$ cat src/rtl/pc_fetch_ctrl_if.sv
`default_nettype none
// ============================================================================
// Module      : pc_fetch_ctrl_if
// Description : Bundle of the fetch controller's bus signals: shared adder
//               operands/result, instruction-memory request/response,
//               decode hand-off and branch/jump redirect.
//   master : the fetch controller (drives adder operands, imem request,
//            decode outputs; receives sum, imem response, id_ready, redirect)
//   slave  : the surrounding core (adder, memory, decode, branch unit)
// Revision    : 1.0 - initial release
// ============================================================================
interface pc_fetch_ctrl_if #(
  parameter int XLEN = 32
);
  // shared adder
  logic [XLEN-1:0] add_a;
  logic [XLEN-1:0] add_b;
  logic            add_cin;
  logic [XLEN-1:0] add_sum;
  // instruction memory
  logic            imem_req;
  logic [XLEN-1:0] imem_addr;
  logic            imem_ready;
  logic            imem_rvalid;
  logic [XLEN-1:0] imem_rdata;
  // decode hand-off
  logic            if_valid;
  logic [XLEN-1:0] if_pc;
  logic [XLEN-1:0] if_instr;
  logic            id_ready;
  // redirect
  logic            redirect_valid;
  logic [XLEN-1:0] redirect_pc;

  modport master (
    output add_a, add_b, add_cin, imem_req, imem_addr,
           if_valid, if_pc, if_instr,
    input  add_sum, imem_ready, imem_rvalid, imem_rdata,
           id_ready, redirect_valid, redirect_pc
  );

  modport slave (
    input  add_a, add_b, add_cin, imem_req, imem_addr,
           if_valid, if_pc, if_instr,
    output add_sum, imem_ready, imem_rvalid, imem_rdata,
           id_ready, redirect_valid, redirect_pc
  );
endinterface
`default_nettype wire

$ cat src/rtl/pc_fetch_ctrl.sv
`default_nettype none
// ============================================================================
// Module      : pc_fetch_ctrl
// Description : Program counter and single-outstanding instruction fetch
//               controller. Holds the PC, issues one imem request at a time,
//               buffers the returned instruction for decode and uses the
//               shared adder (PC + 4) for the sequential next PC.
// Ports       : clk    - clock, rising edge
//               rst_n  - asynchronous active-low reset
//               bus    - pc_fetch_ctrl_if.master (adder, imem, decode,
//                        redirect signals)
// Revision    : 1.0 - initial release
// ============================================================================
module pc_fetch_ctrl #(
  parameter int              XLEN     = 32,
  parameter logic [XLEN-1:0] RESET_PC = '0
) (
  input  logic             clk,
  input  logic             rst_n,
  pc_fetch_ctrl_if.master  bus
);

  typedef enum logic [2:0] {
    IDLE = 3'd0,
    REQ  = 3'd1,
    WAIT = 3'd2,
    HOLD = 3'd3,
    DROP = 3'd4
  } state_t;

  state_t          r_state;
  logic [XLEN-1:0] r_pc;
  logic            r_imem_req;
  logic            r_if_valid;
  logic [XLEN-1:0] r_if_pc;
  logic [XLEN-1:0] r_if_instr;

  // Redirect targets are always word aligned.
  logic [XLEN-1:0] w_redirect_pc;
  assign w_redirect_pc = {bus.redirect_pc[XLEN-1:2], 2'b00};

  assign bus.add_a     = r_pc;
  assign bus.add_b     = XLEN'(4);
  assign bus.add_cin   = 1'b0;
  assign bus.imem_addr = r_pc;
  assign bus.imem_req  = r_imem_req;
  assign bus.if_valid  = r_if_valid;
  assign bus.if_pc     = r_if_pc;
  assign bus.if_instr  = r_if_instr;

  // imem_req and if_valid are registered alongside every state change so
  // that they are high exactly while the FSM sits in REQ / HOLD.
  always_ff @(posedge clk or negedge rst_n) begin
    if (!rst_n) begin
      r_state    <= IDLE;
      r_pc       <= RESET_PC;
      r_imem_req <= 1'b0;
      r_if_valid <= 1'b0;
      r_if_pc    <= '0;
      r_if_instr <= '0;
    end else begin
      case (r_state)
        // Any response seen here belongs to a request issued before reset.
        IDLE: begin
          if (bus.redirect_valid) r_pc <= w_redirect_pc;
          r_state    <= REQ;
          r_imem_req <= 1'b1;
        end

        REQ: begin
          if (bus.redirect_valid) begin
            r_pc <= w_redirect_pc;
            // Accepted request was for the old PC: its response must be dropped.
            if (bus.imem_ready) begin
              r_state    <= DROP;
              r_imem_req <= 1'b0;
            end
          end else if (bus.imem_ready) begin
            r_state    <= WAIT;
            r_imem_req <= 1'b0;
          end
        end

        WAIT: begin
          if (bus.redirect_valid) begin
            r_pc <= w_redirect_pc;
            if (bus.imem_rvalid) begin
              r_state    <= REQ;
              r_imem_req <= 1'b1;
            end else begin
              r_state <= DROP;
            end
          end else if (bus.imem_rvalid) begin
            r_if_instr <= bus.imem_rdata;
            r_if_pc    <= r_pc;
            r_state    <= HOLD;
            r_if_valid <= 1'b1;
          end
        end

        HOLD: begin
          if (bus.redirect_valid || bus.id_ready) begin
            r_pc       <= bus.redirect_valid ? w_redirect_pc : bus.add_sum;
            r_state    <= REQ;
            r_imem_req <= 1'b1;
            r_if_valid <= 1'b0;
          end
        end

        DROP: begin
          if (bus.redirect_valid) r_pc <= w_redirect_pc;
          if (bus.imem_rvalid) begin
            r_state    <= REQ;
            r_imem_req <= 1'b1;
          end
        end

        default: begin
          r_state    <= IDLE;
          r_imem_req <= 1'b0;
          r_if_valid <= 1'b0;
        end
      endcase
    end
  end

endmodule
`default_nettype wire

$ cat src/flat_wrapper.sv
// flat-port wrapper written by rule: the top's interface ports become plain ports
module pc_fetch_ctrl_flat 
#(
  parameter int              XLEN     = 32,
  parameter logic [XLEN-1:0] RESET_PC = '0
)
  (clk, rst_n, bus_add_a, bus_add_b, bus_add_cin, bus_imem_req, bus_imem_addr, bus_if_valid, bus_if_pc, bus_if_instr, bus_add_sum, bus_imem_ready, bus_imem_rvalid, bus_imem_rdata, bus_id_ready, bus_redirect_valid, bus_redirect_pc);
  pc_fetch_ctrl_if #(.XLEN(XLEN)) bus_i ();
  input  logic clk;
  input  logic rst_n;
  output wire logic [$bits(bus_i.add_a)-1:0] bus_add_a;
  output wire logic [$bits(bus_i.add_b)-1:0] bus_add_b;
  output wire logic [$bits(bus_i.add_cin)-1:0] bus_add_cin;
  output wire logic [$bits(bus_i.imem_req)-1:0] bus_imem_req;
  output wire logic [$bits(bus_i.imem_addr)-1:0] bus_imem_addr;
  output wire logic [$bits(bus_i.if_valid)-1:0] bus_if_valid;
  output wire logic [$bits(bus_i.if_pc)-1:0] bus_if_pc;
  output wire logic [$bits(bus_i.if_instr)-1:0] bus_if_instr;
  input wire logic [$bits(bus_i.add_sum)-1:0] bus_add_sum;
  input wire logic [$bits(bus_i.imem_ready)-1:0] bus_imem_ready;
  input wire logic [$bits(bus_i.imem_rvalid)-1:0] bus_imem_rvalid;
  input wire logic [$bits(bus_i.imem_rdata)-1:0] bus_imem_rdata;
  input wire logic [$bits(bus_i.id_ready)-1:0] bus_id_ready;
  input wire logic [$bits(bus_i.redirect_valid)-1:0] bus_redirect_valid;
  input wire logic [$bits(bus_i.redirect_pc)-1:0] bus_redirect_pc;
  assign bus_add_a = bus_i.add_a;
  assign bus_add_b = bus_i.add_b;
  assign bus_add_cin = bus_i.add_cin;
  assign bus_imem_req = bus_i.imem_req;
  assign bus_imem_addr = bus_i.imem_addr;
  assign bus_if_valid = bus_i.if_valid;
  assign bus_if_pc = bus_i.if_pc;
  assign bus_if_instr = bus_i.if_instr;
  assign bus_i.add_sum = bus_add_sum;
  assign bus_i.imem_ready = bus_imem_ready;
  assign bus_i.imem_rvalid = bus_imem_rvalid;
  assign bus_i.imem_rdata = bus_imem_rdata;
  assign bus_i.id_ready = bus_id_ready;
  assign bus_i.redirect_valid = bus_redirect_valid;
  assign bus_i.redirect_pc = bus_redirect_pc;
  pc_fetch_ctrl #(.XLEN(XLEN), .RESET_PC(RESET_PC)) u_core (.clk(clk), .rst_n(rst_n), .bus(bus_i));
endmodule
$ cat config.mk
export PLATFORM = sky130hd
export DESIGN_NAME = pc_fetch_ctrl_flat
export DESIGN_NICKNAME = d
export VERILOG_FILES = /design/src/rtl/pc_fetch_ctrl_if.sv /design/src/rtl/pc_fetch_ctrl.sv /design/src/flat_wrapper.sv
export SDC_FILE = /design/constraint.sdc
export NUM_CORES = 1
export LEC_CHECK = 0
export CAP_MARGIN = 40
export CORE_MARGIN = 2
export CORE_UTILIZATION = 45
export CTS_BUF_LIST = sky130_fd_sc_hd__clkbuf_4
export CTS_CLUSTER_DIAMETER = 40
export CTS_CLUSTER_SIZE = 14
export DETAILED_ROUTE_END_ITERATION = 8
export PLACE_DENSITY = 0.94
export SLEW_MARGIN = 40
export SYNTH_ARGS = -nofsm -noshare
export SYNTH_HDL_FRONTEND = slang
export SYNTH_SLANG_ARGS = --single-unit
$ cat constraint.sdc
create_clock -name clk -period 5.2 [get_ports clk]
set_input_delay 0.78 -clock clk [delete_from_list [all_inputs] [get_ports clk]]
set_output_delay 0.78 -clock clk [all_outputs]
set_load 0.05 [all_outputs]
# Word level (Yosys, flattened, before mapping)
# Cells that the tools add are included.
dict set report op_classes {
  addsub 0
  n_mul 0
  div 0
  order_cmp 0
  n_eq_ne 12
  n_shift 0
  muxes 22
  bitwise_logic 2
  n_reduce_logical 10
}
# op n
set op_table {}
lappend op_table {{2-to-1 mux 32 bit} 3}
lappend op_table {{case mux 32 bit (2 select lines)} 1}
lappend op_table {{2-to-1 mux 3 bit} 8}
lappend op_table {{case mux 3 bit (5 select lines)} 1}
lappend op_table {{!= test 2 bit (second input constant)} 5}
lappend op_table {{AND reduction 3 bit} 3}
lappend op_table {{AND reduction 4 bit} 2}
lappend op_table {{2-to-1 mux 1 bit} 7}
lappend op_table {{equality test 3 x 2 -> 1 bit (second input constant)} 2}
lappend op_table {{case mux 1 bit (5 select lines)} 1}
lappend op_table {{!= test 2 x 1 -> 1 bit (second input constant)} 2}
lappend op_table {{OR reduction 4 bit} 1}
lappend op_table {{equality test 3 x 1 -> 1 bit (second input constant)} 1}
lappend op_table {{equality test 3 bit (second input constant)} 1}
lappend op_table {{logical NOT 3 bit} 1}
lappend op_table {{!= test 3 bit (second input constant)} 1}
lappend op_table {{case mux 1 bit (3 select lines)} 1}
lappend op_table {{OR reduction 3 bit} 1}
lappend op_table {{inverter 1 bit} 2}
lappend op_table {{nonzero test 2 bit} 1}
lappend op_table {{logical OR 1 bit} 1}
dict set report word_totals {
  ff_bits 101
  latch_bits 0
  ram_bits 0
  mem_bits_ro 0
  input_bits 102
  output_inout_bits 163
  wordCells 52
  n_memories 0
}

# Depth between registers and ports, before layout
# Gate-level depths: netlist of run 1.
dict set report depth {
  depth_word 4
  depth_mapped 6
  depth_no_buf 3
}

# Least setup slack after synthesis of run 1
# OpenSTA, ideal clock, no wires.
dict set report synth_timing {
  path_kind {input to register}
  start {input bus_redirect_valid}
  end {register u_core.r_if_instr[21], in the netlist u_core.bus.if_instr[21]}
  setup_ns 0.125
  arrival_ns 2.017
  required_ns 5.075
  setup_slack_ns 3.058
  cell_stages 4
  n_path_buf 2
  cell_sequence {buf_4 -> nor4_4 -> buf_6 -> mux2_2}
}
dict set report synth_via {
  elab_chain_cells 2
}
# element line_no
set synth_lines {}
lappend synth_lines {{start: declaration} flat_wrapper.sv:24} ;# input wire logic [$bits(bus_i.redirect_valid)-1:0] bus_redirect_valid;
lappend synth_lines {{inverter 1 bit (no line)} --}
lappend synth_lines {{AND reduction 3 bit (no line)} --}
lappend synth_lines {{end signal: assignment} pc_fetch_ctrl.sv:94} ;# r_if_instr <= bus.imem_rdata;
lappend synth_lines {{end: declaration} pc_fetch_ctrl.sv:36} ;# logic [XLEN-1:0] r_if_instr;
# No other way between the ends.
# A chain may end at the register's enable or synchronous reset.

# Worst setup path in the final report of run 1
dict set report layout_timing {
  start {input bus_redirect_valid}
  end {register u_core.r_if_instr[3], in the netlist u_core.bus.if_instr[3]}
}
# The elaborated chain is that of the path after synthesis.

==> results of run 1 <==
cell families (layout without fill, tap and decap cells):
group,count (synthesis),after routing
fa+ha+maj,1,1
compound gates,101,101
simple gates,53,53
buf+inv,101,254
flops,101,101
mux,66,66
other cells,2,34
registers in the layout, indices dropped and copies added, names as in the netlist:
register             count
u_core.bus.if_instr     32
u_core.bus.imem_req      1
u_core.r_state           3
u_core.bus.add_a        32
u_core.bus.if_pc        32
u_core.bus.if_valid      1
final timing paths:
kind                                startpoint                      to  slack [ns]  cells after the start
setup / recovery            bus_redirect_valid  u_core.bus.if_instr[3]        2.38                      5
setup reg to reg             u_core.r_state[2]     u_core.bus.add_a[7]        2.75                      5
max in group asynchronous                rst_n     u_core.bus.add_a[9]        3.93                      2
hold reg to reg            u_core.bus.if_pc[5]     u_core.bus.if_pc[5]        0.50                      1
min in group clk           u_core.bus.if_pc[5]     u_core.bus.if_pc[5]        0.50                      1
hold / removal                           rst_n     u_core.bus.add_a[6]        0.29                      1
per-stage QoR:
stage / setup WS, ns / instance area, um^2
6_report: 2.38 / 7260
5_1_grt: 2.27 / 7260
4_1_cts: 2.42 / 7260
3_5_place_dp: 1.92 / 7150
3_3_place_gp: 1.69 / 7140
2_1_floorplan: 3.06 / 5320
where the power goes:
group          internal, mW  total (mW)  switching, mW
Sequential             1.13        1.42          0.298
Clock                0.0961       0.357          0.261
Combinational          1.19        3.43           2.24
Total                  2.41        5.21           2.80
synthesized netlist by cell type, drive strengths merged:
cell    instances
mux2           66
a21boi         30
a31oi           1
a221oi          1
clkbuf         21
dfrtp         101
and3b           1
inv             1
nor3b           1
or2             2
nand3           2
and3            3
a32o           30
a21oi           1
conb            2
nor2            1
nor3            2
nand2b          4
a41oi           1
a32oi           1
nor2b          32
o2111a          1
nand4b          1
buf            79
o21ai           5
nor4            1
maj3            1
nand2           2
o22a           30
or3b            1
metal layers:
| metal | part of all wire, % | wire length (um) | GRT usage (%) | up-vias |
|---|---|---|---|---|
| met5 | 0 | 0 | 0 | - |
| met4 | 2.1 | 302 | 9.38 | 0 |
| met3 | 7.1 | 1020 | 4.30 | 26 |
| met2 | 52 | 7460 | 39.6 | 220 |
| met1 | 38 | 5480 | 27.3 | 1982 |
| li1 | - | - | - | 1796 |
cell type report:
class                   count  area [um^2]  share of cell area, %
diodes                      1         2.50                 0.0344
clock buffers               9         67.6                  0.930
clock inverters             7         40.0                  0.551
inverters                   1         3.75                 0.0517
multi-input cells         254         2090                   28.8
flip-flops and latches    101         2530                   34.8
well taps                 143          179                   2.46
repair buffers            237         2350                   32.4
critical path, stage by stage:
cell             delay [ns]
clkdlybuf4s50_1        0.74
buf_4                  0.40
nor4_4                 0.25
buf_4                  0.52
mux2_2                 0.40
==> results.toml, run 1 <==
[logic_synthesis]
synthCells = 425
synthMuxAreaShare_pct = 14.3
yosys.area.top_type = "dfrtp_1"
synth_top_family_by_area = "compound AO/OA/AOI/OAI gates"
synth-simple-area-share_pct = 6.59
synth_area_leaders = "dfrtp_1 (49%), mux2_2 (12%), buf_4 (10%), a32o_1 (5.8%), o22a_1 (5.1%)"
synth_top_area_share_pct = 48.6
yosys_warnings = 0
synth-compound-area-share_pct = 16.6
netlist_area_mm2 = 0.00520
synth-xor-area-share_pct = 0
synth_cell_type_count = 33
ys_seq_area_share_pct = 48.6
synth.avg_cell_area_um2 = 12.2
synth-adder-area-share_pct = 0.192
synth-seq-cells = 101

[worst_setup_path]
crit_path_end_kind = "register"
crit_path_max_fanout = 45
start_kind = "input port"
worstPathRequired_ns = 5.52
cp.arrival_ns = 3.14
crit_type = "in -> reg"

[placement]
portBuffers = 229
place.gp.congestion = 0.776
place_inst = 736
dp_hpwl_mm = 10.0

[timing]
hold_viol = 0
fin_hold_ws_ns = 0.293
fin_skew_ns = 0.0189
worst_slew_pin_slew_ns = 0.633
fmax_ghz = 0.354
fin_crit_ns = 2.82
setup_viol = 0
drv_slew = 0
fin_crit_sh_pct = 54.3
maxSlewHeadroom_pct = 57.7
fin_setup_tns_ns = 0
rsz0062_at_grt = "false"

[layout]
nets = 706
mostFrequentLayoutCells = "clkdlybuf4s50_1 (228), dfrtp_1 (101), mux2_2 (54)"
fill_cells = 873
syn_to_final_growth_pct = 39.7
drive_gt1_share_pct = 13.6
final_util_pct = 63.9
final_cells = 753
final_common_cell = "clkdlybuf4s50_1"

[clocking]
cts_made_buffers = 9
clock_latency_ns = 0.44
root_buffer = "clkbuf_4"
path_clk_slew_ns = 0.16
ctsResizeCount = 0
cts_tree = "built"
cts_buffer_depth = 2
htree_levels = 3
cts.sinks = 101
cts_setup_buffers = 0
hold_buffers = 0

[grt]
grt_max_degree = 64
grt_pass1_vias = 4232
grt.total_usage_pct = 22.5
grt_pass1_wl_mm = 22.5
antenna_found_initial = 1
grt_overflow = 0

[route]
wl_per_cell_um = 18.9
via_per_inst = 5.34
drt-total-wl_mm = 14.3
drcViolationCount = 0
ant_nets = 0
drt_pass1_iterations = 5
drt-initial-drc-count = 289
vias = 4024

[die]
row_count = 39
start_util_pct = 45.7
core-area_mm2 = 0.0114
die_x_um = 111
die_area_mm2 = 0.0124
io_pins = 265
chipHeight_um = 111

[power]
peakVddDrop_mv = 0.457
powerDensity_mw_per_mm2 = 717
power_mw = 5.21
p_leak_nw = 3.02

[flow_run]
cap_viol_max_count = 0

[worst_hold_path]
hold_path_class = "in -> async"

[run_status]
status = "finished clean"
No activity file was read; power rests on OpenSTA's default activity.
==> inputs of run 2 (changes only) <==
--- a/config.mk
+++ b/config.mk
@@ -7,12 +7,12 @@
 export LEC_CHECK = 0
 export CAP_MARGIN = 40
 export CORE_MARGIN = 2
-export CORE_UTILIZATION = 45
+export CORE_UTILIZATION = 37
 export CTS_BUF_LIST = sky130_fd_sc_hd__clkbuf_4
 export CTS_CLUSTER_DIAMETER = 40
 export CTS_CLUSTER_SIZE = 14
 export DETAILED_ROUTE_END_ITERATION = 8
-export PLACE_DENSITY = 0.94
+export PLACE_DENSITY = 0.83
 export SLEW_MARGIN = 40
 export SYNTH_ARGS = -nofsm -noshare
 export SYNTH_HDL_FRONTEND = slang
==> constraint.sdc (replaced) <==
create_clock -name clk -period 2.5 [get_ports clk]
set_input_delay 0.375 -clock clk [delete_from_list [all_inputs] [get_ports clk]]
set_output_delay 0.375 -clock clk [all_outputs]
set_load 0.05 [all_outputs]
==> run 2 against run 1 <==
Against the previous run:
- via count is 0.47% higher
- power up 110%
- hold slack improved by 0.036 ns
- highest routed layer unchanged
==> results.toml, run 2 (synthesis results as in run 1) <==
[grt]
grt_overflow = 0
grt_pass1_wl_mm = 21.7
grt_max_degree = 102
antenna_found_initial = 0
grt.total_usage_pct = 18.6
grt_pass1_vias = 4104

[timing]
rsz0062_at_grt = "false"
setup_ws_ns = 0.351
fin_hold_ws_ns = 0.328
drv_slew = 0
fin_skew_ns = 0.0162
fin_setup_tns_ns = 0
hold_viol = 0
fmax_ghz = 0.465
worst_slew_pin_slew_ns = 0.537
fin_crit_sh_pct = 86.0
fin_crit_ns = 2.15
maxSlewHeadroom_pct = 64.1
setup_viol = 0

[route]
wl_per_cell_um = 17.9
ant_nets = 0
vias = 4043
drt-initial-drc-count = 151
drt_pass1_iterations = 4
drcViolationCount = 0
via_per_inst = 5.09
drt-total-wl_mm = 14.2

[worst_setup_path]
r2r_end = "u_core.bus.add_a[31]"
max_stage_delay_ns = 0.84
critPathTopFamily = "buffers and inverters"
crit_path_max_fanout = 4
path_depth = 1
cp.arrival_ns = 1.77
crit_buf_inv = 1
reg2reg_depth = 4
reg2reg_slack_ns = 0.52
slowest_stage = "clkdlybuf4s50_1"
crit_type = "reg -> out"
crit_path_end_kind = "output pin"
endpoint = "bus_add_a[17]"
crit_start = "u_core.bus.add_a[17]"
start_kind = "register"
worstPathRequired_ns = 2.12
r2r_start = "u_core.r_state[2]"
cp_cell_sequence = "clkdlybuf4s50_1"

[die]
row_count = 43
chipHeight_um = 123
io_pins = 265
start_util_pct = 37.6
die_x_um = 123
core-area_mm2 = 0.0138
die_area_mm2 = 0.0150

[clocking]
cts_setup_buffers = 0
htree_levels = 3
ctsResizeCount = 0
cts_tree = "built"
cts_made_buffers = 9
cts.sinks = 101
clock_latency_ns = 0.46
path_clk_slew_ns = 0.15
root_buffer = "clkbuf_4"
cts_buffer_depth = 2

[flow_run]
cap_viol_max_count = 0

[placement]
portBuffers = 229
dpl_worst_slack_ns = 0.335
place_inst = 779
place.gp.congestion = 0.789
place_area_mm2 = 0.00727
dp_hpwl_mm = 9.98

[layout]
drive_gt1_share_pct = 14.6
mostFrequentLayoutCells = "clkdlybuf4s50_1 (227), dfrtp_1 (101), mux2_2 (54)"
fin_area_mm2 = 0.00744
syn_to_final_growth_pct = 43.0
nets = 713
final_util_pct = 53.8
final_common_cell = "clkdlybuf4s50_1"
diodes = 0
final_cells = 795

[power]
peakVddDrop_mv = 0.750
powerDensity_mw_per_mm2 = 1490
power_mw = 11.1
p_leak_nw = 3.08

[run_status]
status = "finished clean"

[worst_hold_path]
hold_path_class = "in -> reg"
run 2: cell count changes in the layout (fill, tap and decap cells not counted), sizes merged:
cell,change
buf,+7
clkinv,-4
bufinv,+2
clkinvlp,+2
clkdlybuf4s50,-1
diode,-1
dlygate4sd3,+1
inv,-1
run 2: worst min path at each step:
| stage | start | to | slack [ns] | depth (start not counted) |
|---|---|---|---|---|
| 3_3_place_gp | rst_n | u_core.bus.if_pc[10] | 0.47 | 2 |
| 5_1_grt | bus_redirect_valid | u_core.r_state[1] | 0.32 | 2 |
| 3_5_place_dp | u_core.bus.if_pc[0] | u_core.bus.if_pc[0] | 0.47 | 1 |
| 4_1_cts | bus_redirect_valid | u_core.r_state[1] | 0.29 | 2 |
| 2_1_floorplan | rst_n | u_core.bus.add_a[0] | 0.08 | 0 |
| 6_report | bus_redirect_valid | u_core.r_state[1] | 0.33 | 2 |
run 2: layout make-up:
cell class                      instances  area (um^2)
Timing Repair Buffer                  244         2440
Sequential cell                       101         2530
Multi-Input combinational cell        254         2090
Clock buffer                            9         67.6
Inverter                                1         3.75
Fill cell                            1170         6390
Tap cell                              180          225
Clock inverter                          6         88.8
run 2: where the power goes:
part	switching (mW)	internal, mW
Combinational	4.65	2.52
Sequential	0.606	2.34
Clock	0.542	0.400
run 2: routing by layer:
layer,GRT usage [%],up-vias,wire length (um),part of all wire (%)
li1,-,1817,-,-
met1,22.9,2034,5890,41
met2,32.2,173,7210,51
met3,3.62,19,856,6.0
met4,7.04,0,247,1.7
met5,0,-,0,0
run 2: what timing repair did:
action	CTS	global route
hold buffers	1	0
endpoints found under the setup margin	0	0
hold endpoints to repair	101	0
==> inputs of run 3 (changes only) <==
--- a/config.mk
+++ b/config.mk
@@ -8,7 +8,7 @@
 export CAP_MARGIN = 40
 export CORE_MARGIN = 2
 export CORE_UTILIZATION = 37
-export CTS_BUF_LIST = sky130_fd_sc_hd__clkbuf_4
+export CTS_BUF_LIST = sky130_fd_sc_hd__clkbuf_8
 export CTS_CLUSTER_DIAMETER = 40
 export CTS_CLUSTER_SIZE = 14
 export DETAILED_ROUTE_END_ITERATION = 8
==> run 3 against run 2 <==
Against the previous run:
- register-to-register slack hardly changed
- clock-buffer cell count stayed put
- power is 1.7% higher
- die area stayed put
- non-clock buffer count is 1 lower
- maximum frequency is 5.2% higher
- core utilization is 0.33 points higher
- via count is 0.35% lower
- first-iteration DRC count is 13% higher
- clock power is 19% higher
- worst setup slack better by 0.11 ns
==> results.toml, run 3 (synthesis results as in run 1) <==
[timing]
fin_skew_ns = 0.00989
fin_crit_ns = 2.04
fin_setup_tns_ns = 0
rsz0062_at_grt = "false"
maxSlewHeadroom_pct = 63.1
hold_viol = 0
fmax_ghz = 0.490
worst_slew_pin_slew_ns = 0.553
drv_slew = 0
fin_crit_sh_pct = 81.7
setup_viol = 0

[grt]
grt_pass1_wl_mm = 21.8
grt.total_usage_pct = 18.8
antenna_found_initial = 0
grt_pass1_vias = 4093
grt_overflow = 0
grt_max_degree = 102

[route]
drt-initial-drc-count = 171
drt_pass1_iterations = 4
wl_met1_mm = 5.89
wl_per_cell_um = 18.0
dr_wl_met2_mm = 7.32
maxUsedRoutingLayer = "met4"
drt-total-wl_mm = 14.3
ant_nets = 0
drcViolationCount = 0
vias = 4029
met3_length_um = 840
via_per_inst = 5.07

[worst_setup_path]
worstPathRequired_ns = 2.12
cp.arrival_ns = 1.67
max_stage_delay_ns = 0.84
r2r_start = "u_core.r_state[2]"
crit_path_end_kind = "output pin"
crit_buf_inv = 1
cp_cell_sequence = "clkdlybuf4s50_1"
reg2reg_depth = 4
start_kind = "register"
crit_path_max_fanout = 4
reg2reg_slack_ns = 0.52
slowest_stage = "clkdlybuf4s50_1"
r2r_end = "u_core.bus.add_a[31]"
critPathTopFamily = "buffers and inverters"
crit_type = "reg -> out"

[clocking]
htree_levels = 3
clock_latency_ns = 0.37
cts.sinks = 101
cts_setup_buffers = 0
cts_tree = "built"
ctsResizeCount = 0
hold_buffers = 0
cts_made_buffers = 9
path_clk_slew_ns = 0.09
cts_buffer_depth = 2
root_buffer = "clkbuf_8"

[power]
intPower_mw = 5.42
p_seq_share_pct = 26.2
power_mw = 11.2
peakVddDrop_mv = 0.750
switchingPower_mw = 5.82
combPwrFrac_pct = 63.8
clkPwrFrac_pct = 10.0
powerDensity_mw_per_mm2 = 1500
p_leak_nw = 3.10
swShare_pct = 51.8

[die]
die_x_um = 123
start_util_pct = 37.6
die_area_mm2 = 0.0150
chipHeight_um = 123
row_count = 43
core-area_mm2 = 0.0138
io_pins = 265

[run_status]
status = "finished clean"

[placement]
portBuffers = 229
place.gp.congestion = 0.789
dp_hpwl_mm = 9.98

[layout]
diodes = 0
drive_gt1_share_pct = 14.7
syn_to_final_growth_pct = 43.9
mostFrequentLayoutCells = "clkdlybuf4s50_1 (227), dfrtp_1 (101), mux2_2 (54)"
fill_cells = 1163
final_common_cell = "clkdlybuf4s50_1"
nets = 712

[flow_run]
cap_viol_max_count = 0

[worst_hold_path]
hold_path_class = "in -> async"
[run 3: changes by cell type in the layout (fill, tap and decap cells not counted)]
cell / previous run / this run
clkbuf_4: 9 / 0
dlygate4sd3_1: 1 / 0
clkbuf_8: 0 / 9
[run 3: through the flow]
stage / cells / cell area, um^2 / worst slack [ns] / utilization (%) / hold slack (ns)
floorplan: 456 / 5320 / 0.763 / - / 0.0794
global placement: 779 / 7270 / 0.365 / 52.6 / 0.466
detailed placement: 779 / 7270 / 0.335 / 52.6 / 0.474
CTS: 794 / 7480 / 0.424 / 54.1 / 0.0558
global route: 794 / 7480 / 0.359 / 54.1 / 0.0810
finish: 794 / 7480 / 0.458 / 54.1 / 0.0484
[run 3: per-layer routing]
layer	global-route usage [%]	vias to the layer above
li1	-	1813
met1	23.1	2025
met2	32.5	174
met3	3.44	17
met4	7.18	0
met5	0	-
[run 3: power by group through the flow]
stage | clock (mW) | sequential (mW) | combinational (mW)
3_3_place_gp | 0 | 2.93 | 7.12
4_1_cts | 1.17 | 2.96 | 7.22
3_5_place_dp | 0 | 2.99 | 7.20
2_1_floorplan | 0 | 5.31 | 2.71
5_1_grt | 1.24 | 3.05 | 7.45
6_report | 1.12 | 2.95 | 7.17
[run 3: worst max path at each step]
stage	cells after the start	slack, ns	start	endpoint
after floorplan	4	0.76	bus_redirect_valid	u_core.bus.if_instr[21]
after global routing	4	0.36	u_core.r_state[2]	u_core.bus.add_a[31]
after global placement	5	0.37	bus_imem_rvalid	u_core.bus.if_pc[13]
final	1	0.46	u_core.bus.add_a[17]	bus_add_a[17]
after detailed placement	5	0.34	bus_imem_rvalid	u_core.bus.if_pc[9]
after CTS	1	0.42	u_core.bus.add_a[17]	bus_add_a[17]
[run 3: layout make-up]
| cell class | count | area (um^2) | area share (%) |
|---|---|---|---|
| sequential | 101 | 2530 | 33.8 |
| timing repair buffer | 243 | 2430 | 32.4 |
| multi-input combinational | 254 | 2090 | 27.9 |
| tap | 180 | 225 | 3.01 |
| clock buffer | 9 | 124 | 1.65 |
| clock inverter | 6 | 88.8 | 1.19 |
| inverter | 1 | 3.75 | 0.0502 |
